## src/rtl/vec_player.sv

```systemverilog
// Vector player: streams stored stimulus words to a DUT, compares each response
// against the stored expected word, and folds every response into a MISR signature.
module vec_player #(
    parameter int IN_W   = 50,
    parameter int OUT_W  = 22,
    parameter int DEPTH  = 10,
    parameter int SETTLE = 1,
    parameter logic [OUT_W-1:0] POLY = 22'h200003,
    localparam int AW = $clog2(DEPTH)
) (
    input  logic              clk,
    input  logic              rst,
    input  logic              load_en,
    input  logic [AW-1:0]     load_addr,
    input  logic [IN_W-1:0]   load_stim,
    input  logic [OUT_W-1:0]  load_exp,
    input  logic              start,
    input  logic [AW:0]       num_vec,
    output logic [IN_W-1:0]   dut_in,
    input  logic [OUT_W-1:0]  dut_out,
    output logic              busy,
    output logic              done,
    output logic              pass,
    output logic [AW:0]       fail_cnt,
    output logic [AW-1:0]     first_fail_idx,
    output logic [OUT_W-1:0]  signature
);
    localparam int SW = (SETTLE < 2) ? 1 : $clog2(SETTLE + 1);

    typedef enum logic [2:0] {IDLE, APPLY, SETTLE_S, CAPTURE, DONE} state_t;

    state_t state, state_n;

    logic [IN_W-1:0]  stim_mem [DEPTH];
    logic [OUT_W-1:0] exp_mem  [DEPTH];

    logic [AW-1:0] idx;
    logic [AW-1:0] idx_nxt;
    logic [AW:0]   n_reg;
    logic [AW:0]   n_in;
    logic [SW-1:0] scnt;
    logic          wr_ok;
    logic          last;
    logic          miss;

    assign wr_ok   = load_en && (state == IDLE) && (32'(load_addr) < DEPTH);
    assign n_in    = (32'(num_vec) > DEPTH) ? (AW+1)'(DEPTH) : num_vec;
    assign idx_nxt = idx + AW'(1);
    assign last    = ({1'b0, idx} == n_reg - (AW+1)'(1));
    assign miss    = (dut_out != exp_mem[idx]);
    assign busy    = (state == APPLY) || (state == SETTLE_S) || (state == CAPTURE);
    assign done    = (state == DONE);

    // Memory survives reset; rst only blocks a write issued in the same cycle.
    always_ff @(posedge clk) begin
        if (!rst && wr_ok) begin
            stim_mem[load_addr] <= load_stim;
            exp_mem[load_addr]  <= load_exp;
        end
    end

    always_ff @(posedge clk) begin
        if (rst) state <= IDLE;
        else     state <= state_n;
    end

    always_comb begin
        state_n = state;
        case (state)
            IDLE:     if (start) state_n = (n_in == '0) ? DONE : APPLY;
            APPLY:    state_n = (SETTLE == 0) ? CAPTURE : SETTLE_S;
            SETTLE_S: if (32'(scnt) == SETTLE - 1) state_n = CAPTURE;
            CAPTURE:  state_n = last ? DONE : APPLY;
            DONE:     state_n = IDLE;
            default:  state_n = IDLE;
        endcase
    end

    always_ff @(posedge clk) begin
        if (rst) begin
            idx            <= '0;
            n_reg          <= '0;
            scnt           <= '0;
            dut_in         <= '0;
            pass           <= 1'b0;
            fail_cnt       <= '0;
            first_fail_idx <= '0;
            signature      <= '0;
        end else begin
            case (state)
                IDLE: if (start) begin
                    n_reg          <= n_in;
                    idx            <= '0;
                    pass           <= 1'b0;
                    fail_cnt       <= '0;
                    first_fail_idx <= '0;
                    signature      <= '0;
                    // A same-cycle write to entry 0 must be visible to this run.
                    if (n_in != '0)
                        dut_in <= (wr_ok && load_addr == '0) ? load_stim : stim_mem[0];
                end
                APPLY:    scnt <= '0;
                SETTLE_S: scnt <= scnt + SW'(1);
                CAPTURE: begin
                    signature <= (signature << 1) ^ (signature[OUT_W-1] ? POLY : '0) ^ dut_out;
                    if (miss) begin
                        if (fail_cnt != '1) fail_cnt <= fail_cnt + (AW+1)'(1);
                        if (fail_cnt == '0) first_fail_idx <= idx;
                    end
                    if (!last) begin
                        idx    <= idx_nxt;
                        dut_in <= stim_mem[idx_nxt];
                    end
                end
                DONE:     pass <= (fail_cnt == '0);
                default:  ;
            endcase
        end
    end
endmodule

```

## config.mk

```make
export PLATFORM = sky130hd
export DESIGN_NAME = vec_player
export DESIGN_NICKNAME = d
export VERILOG_FILES = /design/src/rtl/vec_player.sv
export SDC_FILE = /design/constraint.sdc
export NUM_CORES = 1
export LEC_CHECK = 0
export CAP_MARGIN = 5
export CELL_PAD_IN_SITES_DETAIL_PLACEMENT = 0
export CELL_PAD_IN_SITES_GLOBAL_PLACEMENT = 1
export CORE_ASPECT_RATIO = 1.4
export CORE_MARGIN = 1.5
export CORE_UTILIZATION = 48
export CTS_CLUSTER_DIAMETER = 200
export CTS_CLUSTER_SIZE = 40
export DETAILED_ROUTE_END_ITERATION = 16
export GPL_ROUTABILITY_DRIVEN = 0
export HOLD_SLACK_MARGIN = 0.06
export PLACE_DENSITY_LB_ADDON = 0.15
export SYNTH_ARGS = -nofsm -noshare
export SYNTH_HDL_FRONTEND = slang
export SYNTH_SLANG_ARGS = --single-unit
```

## constraint.sdc

```tcl
create_clock -name clk -period 26.8 [get_ports clk]
set_input_delay 4.02 -clock clk [delete_from_list [all_inputs] [get_ports clk]]
set_output_delay 4.02 -clock clk [all_outputs]
set_load 0.05 [all_outputs]
```

==> metrics.md, run 1 <==
| Metric | Value |
|---|---|
| Syn Inst Count | between 1500 and 2000 |
| Clock transition at the registers of the reported paths | 0.14 ns |
| H-tree lvl count | 1 |
| Largest net degree at the start of global routing | 73 |
| Clk_lat worst skew | 0.63 ns |
| DP Worst Slack | just under 20 ns |
| Commonest non-fill, non-tap cells in the layout | edfxtp_1, clkdlybuf4s50_1, mux2i_1 |
| Hold bufs inserted after CTS | 0 |
| Global-route usage over all layers | 0.229 |
| Num CTS Buffers | 24 |
| Max reg flops | 500 |
| P&R area growth vs syn | 10.8% |
| CTS max path bufs | 3 |
| Vias per cell | approximately 6 |
| TritonCTS clock tree | done |
| YS warnings | 0 |
| Net count, final | approximately 2200 |
| Worst vdd ir | about 0.067 mV |
| Post-Syn Nets | 2028 |
| Crit start category | primary input |
| Largest registers | stim_mem (500), exp_mem (220), dut_in (50) |
| Number of flops mapped to enable cells by yosys | ~700 |
| PortBufs | between 150 and 200 |
| Hold Vio Cnt, Final | 0 |
| Starting DRT DRC Count | ~1500 |
| Vias post-DR | 17535 |
| First-pass GRT wire length | ~120000 um |
| First drt pass iteration count | 5 |
| Initial core utilization | 0.485 |
| Hold path cells | 2 |
| Post-route DRC | 0 |
| Arr. time, crit path | 6.79 ns |
| Placed Area | approximately 36000 um2 |
| CORE AREA | between 60000 and 70000 um2 |
| P_leak | 0.0108 uW |
| # setup viols final | 0 |
| Post CTS Setup Buffer Count | 0 |
| CP Capture Type | register |
| Max Clk Rate | about 150 MHz |
| Seq/Total Area, Yosys | 0.718 |
| WS Path Type | primary input to register |
| Initial antenna violation count | 3 |
| Filler cell count | between 5000 and 6000 |
| Die Footprint | about 70000 um2 |
| Die width | 224 um |
| Max Cap Violations | 0 |
| Layout cells sized above 1 | 0.116 |
| CP max FO | 54 |
| Critical path required time | 27.06 ns |
| Worst slew pin tran | between 1 and 1.5 ns |
| Setup TNS Final | 0 ns |
| Clk_skew | between 0.02 and 0.03 ns |
| PD cells | roughly 61 nW/um2 |
| Seq cells post-synth | a little over 800 |
| Worst-case reg-to-reg path depth | 8 |
| Leading cell type in the layout, fill and taps excluded | edfxtp_1 |
| Post-route cell area | roughly 36000 um2 |
| Reg-to-reg slack, setup | roughly 23 ns |
| Ys async rst share | 0 |
| Post-DRT Antenna Nets | 0 |
| HP Class | register to register |
| Final HPWL from detailed placement | 44700 um |
| Syn_area_per_cell | between 15 and 20 um2 |
| Outcome | completed |
| Minimum clock period after layout | 6.54 ns |
| Reg with most FFs | stim_mem |
| DRT Wirelength | between 80000 and 90000 um |
| RSZ-0062 raised after global routing | false |
| Clock sink total | between 800 and 900 |
| Top Ports | between 150 and 200 |
| Slew headroom | 0.228 |
| GRT overflow | 0 |
| Wirelength per Cell | approximately 27 um |
| Setup WS post-layout | 20.26 ns |
| # rows | approximately 110 |
| Vias in the first global route | between 15000 and 20000 |
| Ys flop type | edfxtp_1 |
| Post-Syn Area | 32900 um2 |
| Vert. Die Dim | between 300 and 400 um |
| Resize count post-CTS | 0 |
| Worst Hold Margin | 0.465 ns |
| Netlist cell types | 62 |
| Period utilisation layout | 0.244 |
| CTS root buffer | clkbuf_16 |
| Max-slew violations | 0 |
-- cells by family after synthesis --
group / synth area share
xor+xnor: 0.0136
fa+ha+maj: 0.00190
compound gates: 0.0576
simple gates: 0.0467
flops: 0.718
mux: 0.143
buf+inv: 0.0193
-- synth_stat cells (3+ instances only) --
library cell / instances / area [um2]
edfxtp_1: 720 / 21600
mux2i_1: 139 / 1390
mux4_2: 137 / 3090
a211oi_1: 103 / 773
dfxtp_1: 99 / 1980
nand2_1: 97 / 364
a21oi_1: 89 / 445
nor2_1: 87 / 327
clkbuf_1: 81 / 304
nor2b_1: 54 / 338
o21ai_0: 45 / 225
xor2_1: 31 / 272
nand3_1: 28 / 140
xnor2_1: 20 / 175
buf_1: 16 / 60.1
nand2b_1: 13 / 81.3
inv_1: 12 / 45.0
o21ai_1: 11 / 55.1
buf_2: 10 / 50.1
nor4_1: 9 / 56.3
buf_4: 8 / 60.1
buf_6: 8 / 90.1
mux2_2: 7 / 78.8
and3_1: 6 / 37.5
nor3_1: 6 / 30.0
o32ai_1: 6 / 52.6
ha_1: 5 / 62.6
mux4_1: 5 / 131
a211o_1: 4 / 35.0
a22oi_1: 4 / 30.0
nand3b_1: 4 / 30.0
o22ai_1: 4 / 25.0
nand4_1: 3 / 18.8
nor3b_1: 3 / 22.5
o221a_2: 3 / 33.8
or3_1: 3 / 18.8
-- layout make-up --
cell class | instances | area, um2 | share of cell area
well taps | 862 | 1080 | 0.0296
diodes | 1 | 2.50 | 0.0000687
repair buffers | 230 | 2200 | 0.0604
flip-flops and latches | 819 | 23600 | 0.648
clock inverters | 1 | 30.0 | 0.000824
clock buffers | 43 | 693 | 0.0190
inverters | 13 | 48.8 | 0.00134
multi-input cells | 960 | 8760 | 0.240
-- per-layer routing --
layer | track usage | part of all wire | vias up
li1 | - | - | 7782
met1 | 0.303 | 0.41 | 9205
met2 | 0.410 | 0.52 | 466
met3 | 0.0243 | 0.046 | 78
met4 | 0.0510 | 0.019 | 4
met5 | 0 | 0.00035 | -
-- path summary, 6_finish.rpt --
check | from | endpoint
worst max register to register | register | fail_cnt[4]
worst max-delay path | load_addr[0] | exp_mem[9][0]
worst min register to register | dut_in[42] | dut_in[42]
worst min-delay path | dut_in[42] | dut_in[42]
-- critical path, stage by stage --
cell,delay [ns]
clkdlybuf4s50_1,0.64
or3b_2,0.59
nor2_4,0.57
buf_4,0.92
-- where the power goes --
part / switching (uW) / internal (uW) / leakage, uW
sequential: 18.5 / 1410 / 0.00729
clock: 361 / 182 / 0.000341
combinational: 171 / 85.3 / 0.00314
total: 551 / 1680 / 0.0108
-- metrics by stage --
stage,instances,power [uW],util
2_1_floorplan,1916,1600,-
3_3_place_gp,2884,1710,0.527
3_5_place_dp,2884,1710,0.527
4_1_cts,2928,2240,0.538
5_1_grt,2928,2290,0.538
6_report,2929,2230,0.538
Note: power is estimated with default switching activity, not from simulation.
==> run 2: changes to the inputs <==
- CORE_UTILIZATION: 48 -> 46
- clock period: 26.8 -> 5.7 ns (I/O delays scaled with it)
==> run 2 against run 1 <==
Register-to-register slack got worse by 21 ns. Routed wire length is 0.33% higher. Count of clock-buffer cells in the layout unchanged. Clock power grew to 4.7 times the previous value. Cell count up 2.7%. Via count grew 0.34%. Hold slack got worse by 0.00076 ns. Sequential share of layout area is 0.50 points lower. First-iteration DRC count down 4.0%. Setup slack worse by 18 ns. Flip-flop and latch count did not move. Largest cell class unchanged.
==> metrics.md, run 2 (synthesized netlist as in run 1, its figures left out) <==
| Metric | Value |
|---|---|
| Clock transition at the registers of the reported paths | 0.15 ns |
| RSZ-0062 raised after global routing | false |
| Vias in the first global route | ~18000 |
| Worst slew pin tran | about 1.2 ns |
| DR top layer | met5 |
| Net Sw Power | around 2600 uW |
| Worst Hold Launch | dut_in[41] |
| Die Footprint | roughly 73000 um2 |
| Leading cell type in the layout, fill and taps excluded | edfxtp_1 |
| # rows | about 120 |
| DRT Wirelength | just over 80000 um |
| Worst Hold Path EP | dut_in[41] |
| Commonest non-fill, non-tap cells in the layout | edfxtp_1, clkdlybuf4s50_1, mux2i_1 |
| Post-DRT Antenna Nets | 0 |
| CTS root buffer | clkbuf_16 |
| H-tree lvl count | 1 |
| Metal1 wirelength | 34600 um |
| Post-route cell area | around 37000 um2 |
| Die width | roughly 230 um |
| GRT overflow | 0 |
| Total power draw | 10500 uW |
| Period utilisation layout | 0.653 |
| DR WL met3 | between 3000 and 4000 um |
| Initial antenna violation count | 5 |
| Internal power | slightly below 8000 uW |
| Hold Vio Cnt, Final | 0 |
| Max Clk Rate | 269 MHz |
| Slew headroom | 0.184 |
| CORE AREA | about 71000 um2 |
| Clk pwr share | 0.245 |
| Sw Ratio | 0.248 |
| Worst Hold Margin | between 0.4 and 0.5 ns |
| Hold bufs inserted after CTS | 0 |
| Post-route DRC | 0 |
| Post CTS Setup Buffer Count | 0 |
| Worst-case reg-to-reg path depth | 7 |
| Max Cap Violations | 0 |
| Layout cells sized above 1 | 0.118 |
| Reg-to-reg slack, setup | approximately 2.0 ns |
| CP max FO | 38 |
| Max-slew violations | 0 |
| PD cells | about 290 nW/um2 |
| Clk_lat worst skew | 0.62 ns |
| Top Ports | between 150 and 200 |
| Minimum clock period after layout | 3.72 ns |
| Global-route usage over all layers | 0.221 |
| Vert. Die Dim | between 300 and 400 um |
| Clock sink total | roughly 800 |
| Outcome | completed |
| WL met2 | between 40000 and 50000 um |
| Setup TNS Final | 0 ns |
| Critical path required time | between 6 and 7 ns |
| PortBufs | between 150 and 200 |
| Largest registers | stim_mem (500), exp_mem (220), dut_in (50) |
| P_leak | about 0.011 uW |
| Starting DRT DRC Count | 1458 |
| Filler cell count | roughly 5800 |
| HP Class | register to register |
| Crit start category | register |
| Reg with most FFs | stim_mem |
| First drt pass iteration count | 5 |
| Vias per cell | between 5 and 6 |
| Num CTS Buffers | 24 |
| Resize count post-CTS | 0 |
| Hold path cells | 2 |
| First-pass GRT wire length | roughly 120000 um |
| Combinational power share | 0.115 |
| CP Capture Type | register |
| Worst vdd ir | 0.214 mV |
| CTS max path bufs | 3 |
| Vias post-DR | 17594 |
| Arr. time, crit path | between 4 and 5 ns |
| WS Path Type | register to register |
| Flop pwr share | 0.641 |
| P&R area growth vs syn | 11.7% |
| Antenna Cells | 0 |
| R2R Path End | fail_cnt[4] |
| Placed Area | 36000 um2 |
| Clk_skew | 0.0199 ns |
| Initial core utilization | 0.466 |
| TritonCTS clock tree | done |
| Fin util | 0.521 |
| Net count, final | 2165 |
| Wirelength per Cell | ~27 um |
| # setup viols final | 0 |
| Final HPWL from detailed placement | about 45000 um |
| Max reg flops | 500 |
| Largest net degree at the start of global routing | ~120 |
## run 2: cell types whose count changed in the layout (fill, tap and decap cells not counted)
cell     delta
a21o_2      -1
a21o_4      +1
buf_12     +10
buf_4       -5
diode_2     -1
nor4_2      -3
nor4_4      +3
## run 2: metrics by stage
step	instances	worst slack, ns
after floorplan	1916	-0.0559
after global placement	2963	1.70
after detailed placement	2963	1.66
after CTS	3007	1.90
after global routing	3007	1.72
final	3007	1.98
## run 2: worst max-delay path by stage
stage,startpoint,endpoint,slack [ns],cells after the start
2_1_floorplan,rst,exp_mem[4][0],-0.06,3
3_3_place_gp,load_en,dut_in[8],1.70,9
3_5_place_dp,load_en,dut_in[20],1.66,9
4_1_cts,register,fail_cnt[4],1.90,7
5_1_grt,register,fail_cnt[4],1.72,9
6_report,register,fail_cnt[4],1.98,7
## run 2: metal layers
metal | vias to the layer above | GRT usage
li1 | 7786 | -
met1 | 9338 | 0.298
met2 | 392 | 0.389
met3 | 68 | 0.0288
met4 | 10 | 0.0373
met5 | - | 0
## run 2: area by class of cell
cell class / count / area [um2] / area share
Sequential cell: 819 / 23600 / 0.643
Inverter: 13 / 48.8 / 0.00133
Tap cell: 936 / 1170 / 0.0319
Multi-Input combinational cell: 960 / 8790 / 0.239
Clock buffer: 43 / 693 / 0.0189
Timing Repair Buffer: 235 / 2360 / 0.0644
Clock inverter: 1 / 30.0 / 0.000818
## run 2: power groups by stage
stage | registers (uW) | clock network (uW) | logic (uW)
CTS | 6720 | 2640 | 1210
detailed placement | 6860 | 0 | 1210
global route | 6730 | 2800 | 1290
finish | 6720 | 2560 | 1200
floorplan | 7030 | 0 | 490
global placement | 6850 | 0 | 1200
## run 2: critical path, cell delays in order (launching register included)
cell	delay [ns]
dfxtp_4	0.87
mux4_1	0.63
mux2i_1	0.35
o31ai_1	0.13
or4_1	0.58
a2111o_1	0.58
o21a_4	0.20
o32ai_1	0.23
==> run 3: changes to the inputs <==
- clock period: 5.7 -> 3.3 ns (I/O delays scaled with it)
==> run 3 against run 2 <==
Register-to-register slack worse by 1.8 ns. Clock power up 72%. Sequential share of layout area shrank 1.2 points.
==> metrics.md, run 3 (synthesized netlist as in run 1, its figures left out) <==
| Metric | Value |
|---|---|
| Global-route usage over all layers | 0.222 |
| HP Class | primary input to register |
| Clk_lat worst skew | ~0.63 ns |
| First drt pass iteration count | 5 |
| # rows | 115 |
| Initial antenna violation count | 10 |
| Clock sink total | ~820 |
| P_leak | ~0.011 uW |
| Max-slew violations | 0 |
| CTS root buffer | clkbuf_16 |
| TritonCTS clock tree | done |
| Starting DRT DRC Count | roughly 1400 |
| P&R area growth vs syn | 13.8% |
| Combinational power share | 0.124 |
| Period utilisation layout | 0.951 |
| Wirelength per Cell | roughly 27 um |
| Vias in the first global route | between 15000 and 20000 |
| CTS max path bufs | 3 |
| RSZ-0062 raised after global routing | false |
| Post-route cell area | 37400 um2 |
| Critical path required time | a little under 4 ns |
| WL met2 | between 40000 and 50000 um |
| Max Clk Rate | ~320 MHz |
| CP max FO | 22 |
| Metal1 wirelength | 33700 um |
| DP Worst Slack | a little under 0.05 ns |
| Max reg flops | 500 |
| Internal power | around 14000 uW |
| Die width | 229 um |
| Sw Ratio | 0.246 |
| Layout cells sized above 1 | 0.138 |
| Hold Vio Cnt, Final | 0 |
| Reg-to-reg slack, setup | 0.16 ns |
| Vias per cell | 5.77 |
| Slew headroom | 0.524 |
| Clk pwr share | 0.242 |
| Setup WS post-layout | 0.162 ns |
| Worst vdd ir | about 0.46 mV |
| Num CTS Buffers | 24 |
| DRT Wirelength | 81200 um |
| H-tree lvl count | 1 |
| Crit start category | register |
| CP Capture Type | register |
| Minimum clock period after layout | 3.14 ns |
| Initial core utilization | 0.466 |
| Placed Area | ~37000 um2 |
| Top Ports | roughly 190 |
| Worst Hold Launch | rst |
| DR WL met3 | approximately 3500 um |
| Post-route DRC | 0 |
| Reg with most FFs | stim_mem |
| Largest registers | stim_mem (500), exp_mem (220), dut_in (50) |
| Hold path cells | 2 |
| Worst-case reg-to-reg path depth | 9 |
| Vias post-DR | about 18000 |
| Leading cell type in the layout, fill and taps excluded | edfxtp_1 |
| Net Sw Power | roughly 4500 uW |
| Post-DRT Antenna Nets | 0 |
| DR top layer | met5 |
| Clk_skew | roughly 0.028 ns |
| Die Footprint | between 70000 and 80000 um2 |
| Worst slew pin tran | approximately 0.7 ns |
| Flop pwr share | 0.634 |
| Net count, final | between 2000 and 2500 |
| GRT overflow | 0 |
| Final HPWL from detailed placement | roughly 47000 um |
| PortBufs | between 150 and 200 |
| Max Cap Violations | 0 |
| PD cells | between 400 and 500 nW/um2 |
| WS Path Type | register to register |
| First-pass GRT wire length | between 100000 and 150000 um |
| CORE AREA | slightly above 70000 um2 |
| # setup viols final | 0 |
| Clock transition at the registers of the reported paths | 0.15 ns |
| Outcome | completed |
| Arr. time, crit path | approximately 3.7 ns |
| Largest net degree at the start of global routing | 98 |
| Vert. Die Dim | 319 um |
| Commonest non-fill, non-tap cells in the layout | edfxtp_1, clkdlybuf4s50_1, mux2i_1 |
==> run 3: power groups by stage <==
| stage | Sequential [uW] | Combinational, uW | Clock (uW) |
|---|---|---|---|
| after global routing | 11600 | 2420 | 4830 |
| after CTS | 11600 | 2280 | 4520 |
| after detailed placement | 11800 | 2270 | 0 |
| after floorplan | 12100 | 863 | 0 |
| final | 11500 | 2260 | 4400 |
| after global placement | 11800 | 2240 | 0 |
==> run 3: repair_timing <==
action / in CTS / in global routing
resized for setup: 0 / 4
hold buffers: 0 / 0
endpoints found under the setup margin: 0 / 6
buffers inserted: 0 / 4
==> run 3: final cells by class <==
| class | instances | area (um2) |
|---|---|---|
| fill | 5738 | 33100 |
| sequential | 819 | 23600 |
| multi-input combinational | 960 | 8820 |
| timing repair buffer | 278 | 3020 |
| tap | 936 | 1170 |
| clock buffer | 43 | 693 |
| inverter | 13 | 48.8 |
| clock inverter | 1 | 30.0 |
| antenna | 4 | 10.0 |
==> run 3: path summary, 6_finish.rpt <==
| check | endpoint |
|---|---|
| max | fail_cnt[1] |
| max reg2reg | fail_cnt[1] |
| min reg2reg | dut_in[39] |
| min | dut_in[24] |
==> run 3: per-stage QoR <==
stage          utilization  power, uW  hold WS [ns]  setup TNS [ns]  cells
3_5_place_dp         0.519      14100         0.447               0   3002
4_1_cts              0.530      18400         0.226               0   3046
5_1_grt              0.530      18800         0.243               0   3053
2_1_floorplan            -      13000         0.466         -181.17   1916
6_report             0.531      18200         0.249               0   3054
3_3_place_gp         0.519      14000         0.446               0   3002
==> run 3: layer usage <==
metal  up-vias  GRT usage
met3        90     0.0285
met4        12     0.0506
met1      9234      0.288
li1       7883          -
met5         -          0
met2       391      0.398
==> run 3: worst max-delay path, cell delays in order (launching register included) <==
cell,delay (ns)
dfxtp_2,0.48
buf_12,0.24
mux4_2,0.53
mux2i_1,0.19
xnor2_1,0.12
o41ai_1,0.32
o21ai_1,0.22
a2111o_1,0.55
o21a_4,0.19
o32ai_1,0.20
